File: config.mk
export PLATFORM = sky130hd
export DESIGN_NAME = servo_pwm_bank
export DESIGN_NICKNAME = d
export VERILOG_FILES = /design/src/rtl/servo_pkg.sv /design/src/rtl/servo_chan.sv /design/src/rtl/servo_pwm_bank.sv
export SDC_FILE = /design/constraint.sdc
export NUM_CORES = 1
export LEC_CHECK = 0
export BUFFER_PORTS_ARGS = -buffer_cell sky130_fd_sc_hd__buf_2
export CAP_MARGIN = 20
export CORE_AREA = 2 2 164 247
export DETAILED_ROUTE_END_ITERATION = 12
export DIE_AREA = 0 0 166 249
export GPL_ROUTABILITY_DRIVEN = 0
export HOLD_SLACK_MARGIN = 0.15
export MAX_ROUTING_LAYER = met4
export PLACE_DENSITY = 0.69
export SYNTH_ARGS = -nofsm -noshare
export SYNTH_HDL_FRONTEND = slang
export SYNTH_HIERARCHICAL = 1
export SYNTH_SLANG_ARGS = --single-unit
File: constraint.sdc
create_clock -name sys_clk -period 6.1 [get_ports sys_clk]
set_input_delay 1.22 -clock sys_clk [delete_from_list [all_inputs] [get_ports sys_clk]]
set_output_delay 1.22 -clock sys_clk [all_outputs]
set_load 0.03 [all_outputs]
File: src/rtl/servo_pkg.sv
// Shared types and helpers for the servo PWM bank and future motion blocks.
package servo_pkg;

  typedef enum logic [1:0] {
    HOLD = 2'd0,
    JOG  = 2'd1,
    RAMP = 2'd2
  } chan_state_t;

  function automatic logic [31:0] clamp_u32(input logic [31:0] value,
                                            input logic [31:0] lo,
                                            input logic [31:0] hi);
    if (value < lo) return lo;
    if (value > hi) return hi;
    return value;
  endfunction

endpackage

File: src/rtl/servo_chan.sv
// One servo channel: HOLD/JOG/RAMP state machine, saturating position stepping,
// period-aligned shadow duty and the registered PWM output.
module servo_chan
  import servo_pkg::*;
#(
  parameter int W        = 17,
  parameter int PW       = 20,
  parameter int MIN_CYC  = 25_000,
  parameter int MAX_CYC  = 125_000,
  parameter int HOME_CYC = 75_000,
  parameter int STEP_CYC = 1_000
) (
  input  logic          sys_clk,
  input  logic          sys_rst_n,
  input  logic          en,
  input  logic          tick,
  input  logic          period_last,
  input  logic [PW-1:0] period_cnt,
  input  logic          inc,
  input  logic          dec,
  input  logic          cmd_load,
  input  logic [W-1:0]  cmd_pos,
  output logic          pwm,
  output logic [W-1:0]  pos,
  output logic          busy
);

  localparam logic [W-1:0] MIN_W  = MIN_CYC[W-1:0];
  localparam logic [W-1:0] MAX_W  = MAX_CYC[W-1:0];
  localparam logic [W-1:0] HOME_W = HOME_CYC[W-1:0];
  localparam logic [W-1:0] STEP_W = STEP_CYC[W-1:0];
  localparam logic [W:0]   STEP_X = STEP_CYC[W:0];

  chan_state_t  state, state_nxt;
  logic [W-1:0] target, target_nxt, pos_nxt, shadow;
  logic         jog;
  logic [W:0]   up_sum, down_floor, gap;

  // Sums carry one extra bit so saturation never wraps.
  always_comb begin
    jog        = inc ^ dec;
    up_sum     = {1'b0, pos} + STEP_X;
    down_floor = {1'b0, MIN_W} + STEP_X;
    gap        = (target > pos) ? ({1'b0, target} - {1'b0, pos})
                                : ({1'b0, pos} - {1'b0, target});
    state_nxt  = state;
    pos_nxt    = pos;
    target_nxt = target;

    if (en) begin
      if (tick) begin
        case (state)
          JOG: begin
            if (inc && !dec)
              pos_nxt = (up_sum > {1'b0, MAX_W}) ? MAX_W : up_sum[W-1:0];
            else if (dec && !inc)
              pos_nxt = ({1'b0, pos} < down_floor) ? MIN_W : (pos - STEP_W);
          end
          RAMP: begin
            if (!jog) begin
              if (gap > STEP_X)
                pos_nxt = (target > pos) ? (pos + STEP_W) : (pos - STEP_W);
              else
                pos_nxt = target;
            end
          end
          default: ;
        endcase
      end

      // A jog always beats a same-cycle command to this channel.
      if (jog) begin
        state_nxt = JOG;
        if (state == RAMP) target_nxt = pos;
      end else if (cmd_load) begin
        state_nxt  = RAMP;
        target_nxt = W'(clamp_u32(32'(cmd_pos), MIN_CYC, MAX_CYC));
      end else begin
        case (state)
          JOG:     state_nxt = HOLD;
          RAMP:    if (pos == target) state_nxt = HOLD;
          default: ;
        endcase
      end
    end
  end

  always_ff @(posedge sys_clk or negedge sys_rst_n) begin
    if (!sys_rst_n) begin
      state  <= HOLD;
      pos    <= HOME_W;
      target <= HOME_W;
      shadow <= HOME_W;
      pwm    <= 1'b0;
    end else begin
      state  <= state_nxt;
      pos    <= pos_nxt;
      target <= target_nxt;
      if (period_last) shadow <= pos;
      pwm    <= en && (32'(period_cnt) < 32'(shadow));
    end
  end

  assign busy = (state == RAMP);

endmodule

File: src/rtl/servo_pwm_bank.sv
// Bank of hobby-servo PWM channels sharing period/step timebases and a
// valid/ready absolute-target command port.
module servo_pwm_bank
  import servo_pkg::*;
#(
  parameter int CLK_HZ     = 50_000_000,
  parameter int N_CH       = 3,
  parameter int PERIOD_CYC = 1_000_000,
  parameter int TICK_CYC   = 3_000_000,
  parameter int MIN_CYC    = 25_000,
  parameter int MAX_CYC    = 125_000,
  parameter int HOME_CYC   = 75_000,
  parameter int STEP_CYC   = 1_000,
  localparam int W         = $clog2(MAX_CYC + 1)
) (
  input  logic              sys_clk,
  input  logic              sys_rst_n,
  input  logic              en,
  input  logic [N_CH-1:0]   inc,
  input  logic [N_CH-1:0]   dec,
  input  logic              cmd_valid,
  output logic              cmd_ready,
  input  logic [2:0]        cmd_ch,
  input  logic [W-1:0]      cmd_pos,
  output logic              cmd_err,
  output logic [N_CH-1:0]   pwm,
  output logic [N_CH*W-1:0] pos,
  output logic              busy
);

  localparam int PW     = $clog2(PERIOD_CYC);
  localparam int TW     = $clog2(TICK_CYC);
  localparam int P_LAST = PERIOD_CYC - 1;
  localparam int T_LAST = TICK_CYC - 1;
  localparam logic [PW-1:0] PERIOD_LAST = P_LAST[PW-1:0];
  localparam logic [TW-1:0] TICK_LAST   = T_LAST[TW-1:0];

  logic [PW-1:0]   period_cnt;
  logic [TW-1:0]   tick_cnt;
  logic            period_last, tick, cmd_accept;
  logic [N_CH-1:0] busy_vec;

  assign period_last = (period_cnt == PERIOD_LAST);
  assign tick        = (tick_cnt == TICK_LAST);
  assign cmd_ready   = en;
  assign cmd_accept  = cmd_valid && cmd_ready;

  // Timebases free-run regardless of en so the PWM phase never drifts.
  always_ff @(posedge sys_clk or negedge sys_rst_n) begin
    if (!sys_rst_n) begin
      period_cnt <= '0;
      tick_cnt   <= '0;
      cmd_err    <= 1'b0;
    end else begin
      period_cnt <= period_last ? '0 : (period_cnt + PW'(1));
      tick_cnt   <= tick ? '0 : (tick_cnt + TW'(1));
      cmd_err    <= cmd_accept && (int'(cmd_ch) >= N_CH);
    end
  end

  for (genvar i = 0; i < N_CH; i++) begin : g_chan
    servo_chan #(
      .W        (W),
      .PW       (PW),
      .MIN_CYC  (MIN_CYC),
      .MAX_CYC  (MAX_CYC),
      .HOME_CYC (HOME_CYC),
      .STEP_CYC (STEP_CYC)
    ) u_chan (
      .sys_clk     (sys_clk),
      .sys_rst_n   (sys_rst_n),
      .en          (en),
      .tick        (tick),
      .period_last (period_last),
      .period_cnt  (period_cnt),
      .inc         (inc[i]),
      .dec         (dec[i]),
      .cmd_load    (cmd_accept && (cmd_ch == 3'(i))),
      .cmd_pos     (cmd_pos),
      .pwm         (pwm[i]),
      .pos         (pos[i*W +: W]),
      .busy        (busy_vec[i])
    );
  end

  assign busy = |busy_vec;

endmodule
==> results.toml <==
[worst_hold_path]
hp-start = "tick_cnt[0]"
holdPathStages = 1
hold_end = "tick_cnt[0]"
min_path_type = "reg -> reg"

[sta]
clock.fmax_ghz = 0.200
finalClockSkew_ps = 21.8
worst_slew_pin_slew_ps = 1110
drv_slew = 0
rsz0062_at_grt = "false"
relSlewSlack = 0.259
finalCriticalPeriod_ps = 4990
final_hold_viol_count = 0
tns_ps = 0
setup_viol = 0
min_period_over_period = 0.818

[power]
p_leak_nw = 9.42
power_frac_clock = 0.229
internal_power_mw = 3.63
power_frac_seq = 0.266
peakVddDrop_uv = 227
p_per_area_nw_per_um2 = 296
fin_total_pwr_mw = 6.51
switchingPower_mw = 2.88
sw_frac_of_total = 0.442
comb_power_share = 0.506

[cts]
cts_setup_buffers = 0
h-tree-depth = 1
ctsResizeCount = 0
cts_tree = "built"
hold_buffers = 0
path_clk_slew_ps = 70
clock_latency_ps = 540
cts.sinks = 205
clk_path_buf_depth = 3
cts-root-buf = "clkbuf_16"
cts_buffers = 22

[critical_path]
r2r-start = "g_chan[2].u_chan/pos[11]"
reg2reg_to = "g_chan[2].u_chan/pos[2]"
cp_data_required_time_ps = 6530
startpoint_type = "flop"
path_class = "reg -> reg"
cp-end-kind = "flop"
rrSetupSlack_ps = 1110
r2r_cells = 13
cp_max_fo = 22
critPathArrivalTime_ps = 5420

[synthesis]
syn_area_um2 = 20500
synth_edf_count = 0
postSynthCellCount = 2656
synthArstFlopShare = 1.00
ys_top_cells_by_area = "dfrtp_1 16%, ha_1 10%, dfstp_2 9.2%, a21oi_1 5.3%, o21ai_0 5.1%"
synth-main-ff-cell = "dfrtp_1"
synth_fp_nets = 2859
yosysWarnings = 6
synth.largest_area_cell = "dfrtp_1"
ys_types = 92
synth.avg_cell_area_um2 = 7.73
seq_area_frac_synth = 0.254
yosysTopAreaCellShare = 0.162
ys_ff_latch = 205

[drt]
drt_iter0_drc = 2222
vias = 21262
route.detailed.drc = 0
ant_nets = 0
drtPass1Iterations = 7
wl_per_cell_um = 22.7
wl_um = 71700
via_per_inst = 6.73

[floorplanning]
core-area_um2 = 39100
start_util = 0.525
rows = 89
die_area_um2 = 41300
ios = 87
die_h_um = 249
die_w_um = 166

[place]
placedInstanceArea_um2 = 21200
hpwl_um = 53000
io_buffer_count = 86

[global_routing]
grt_pass1_wl_um = 113000
grt_overflow_total = 0
antenna_found_initial = 1
track_usage = 0.346
grt_max_degree = 114
grt_pass1_vias = 20775

[cells_and_area]
layout_commonest_cell = "nand2_1"
drive_gt1_frac = 0.106
design_area_um2 = 22000
area_growth_pct = 7.16
final_cell_mix = "263 x nand2_1, 219 x a21oi_1, 213 x nor2_1"
final_nets = 2847

[flow_run]
cap_violations = 0

[status]
status = "completed"
==> registers in the layout, indices dropped and copies added, names as in the netlist <==
name                  flops
g_chan.u_chan/target     51
tick_cnt                 22
cmd_err                   1
g_chan.u_chan/pwm         3
g_chan.u_chan/shadow     51
g_chan.u_chan/state       6
period_cnt               20
g_chan.u_chan/pos        51
==> per-stage QoR <==
stage,util,setup slack [ps],hold WS (ps),cells
CTS,0.562,1320,485,3159
global route,0.563,867,524,3161
global placement,0.542,1350,466,3119
finish,0.563,1110,484,3161
floorplan,-,2030,455,2656
detailed placement,0.542,1350,476,3119
==> layout make-up <==
| class | instances | area, µm² |
|---|---|---|
| Antenna cell | 1 | 2.50 |
| Clock buffer | 29 | 607 |
| Inverter | 201 | 754 |
| Sequential cell | 205 | 5220 |
| Tap cell | 500 | 626 |
| Clock inverter | 11 | 179 |
| Fill cell | 3626 | 17100 |
| Timing Repair Buffer | 115 | 689 |
| Multi-Input combinational cell | 2099 | 13900 |
==> synth_stat cells, types with 62 or more instances <==
| cell type | count |
|---|---|
| a21oi_1 | 219 |
| clkbuf_1 | 103 |
| dfrtp_1 | 133 |
| dfstp_2 | 72 |
| ha_1 | 167 |
| inv_1 | 192 |
| mux2i_1 | 62 |
| nand2_1 | 263 |
| nor2_1 | 213 |
| nor3_1 | 67 |
| o21ai_0 | 209 |
| xnor2_1 | 93 |
==> logic make-up (layout without fill, tap and decap cells) <==
kind of cell | Yosys count | in the layout | share of synthesized area
and+or+nand+nor | 867 | 867 | 0.206
AOI/OAI and AO/OA | 853 | 853 | 0.270
buffers and inverters | 352 | 356 | 0.0681
DFF | 205 | 205 | 0.254
adders and majority gates | 173 | 173 | 0.108
xor gates and xnor gates | 127 | 127 | 0.0542
muxes | 79 | 79 | 0.0397
other | 0 | 1 | 0
==> worst max-delay path: stages (launching register included) <==
cell	delay (ps)
dfrtp_1	770
inv_1	220
ha_1	500
a21oi_1	380
o21ai_0	200
a221oi_2	370
xnor2_1	110
a2111oi_0	610
nand4_1	250
o32ai_4	150
buf_4	340
nand2_2	110
or4b_4	550
mux2_1	320
==> routing by layer <==
metal,up-vias,global-route usage,share of wire
li1,9586,-,-
met3,435,0.0439,0.075
met4,0,0.266,0.092
met2,1219,0.571,0.47
met1,10022,0.378,0.36
met5,-,-,0
==> worst max-delay path by stage <==
stage	from	end	slack (ps)	cells past startpoint
after floorplan	g_chan[0].u_chan/pos[5]	g_chan[0].u_chan/pos[0]	2030	14
after global placement	g_chan[2].u_chan/pos[11]	g_chan[2].u_chan/pos[2]	1350	13
after detailed placement	g_chan[1].u_chan/pos[5]	g_chan[1].u_chan/pos[3]	1350	12
after CTS	g_chan[1].u_chan/pos[5]	g_chan[1].u_chan/pos[3]	1320	12
after global routing	g_chan[1].u_chan/pos[5]	g_chan[1].u_chan/pos[3]	870	12
final	g_chan[2].u_chan/pos[11]	g_chan[2].u_chan/pos[2]	1110	13
==> power groups by stage <==
| stage | Sequential, mW | Clock [mW] | Combinational [mW] |
|---|---|---|---|
| final | 1.73 | 1.49 | 3.29 |
| after global routing | 1.75 | 1.55 | 3.57 |
| after CTS | 1.73 | 1.50 | 3.19 |
| after detailed placement | 1.75 | 0 | 3.17 |
| after global placement | 1.74 | 0 | 3.10 |
| after floorplan | 1.68 | 0 | 2.43 |
Note: power is estimated with default switching activity, not from simulation.
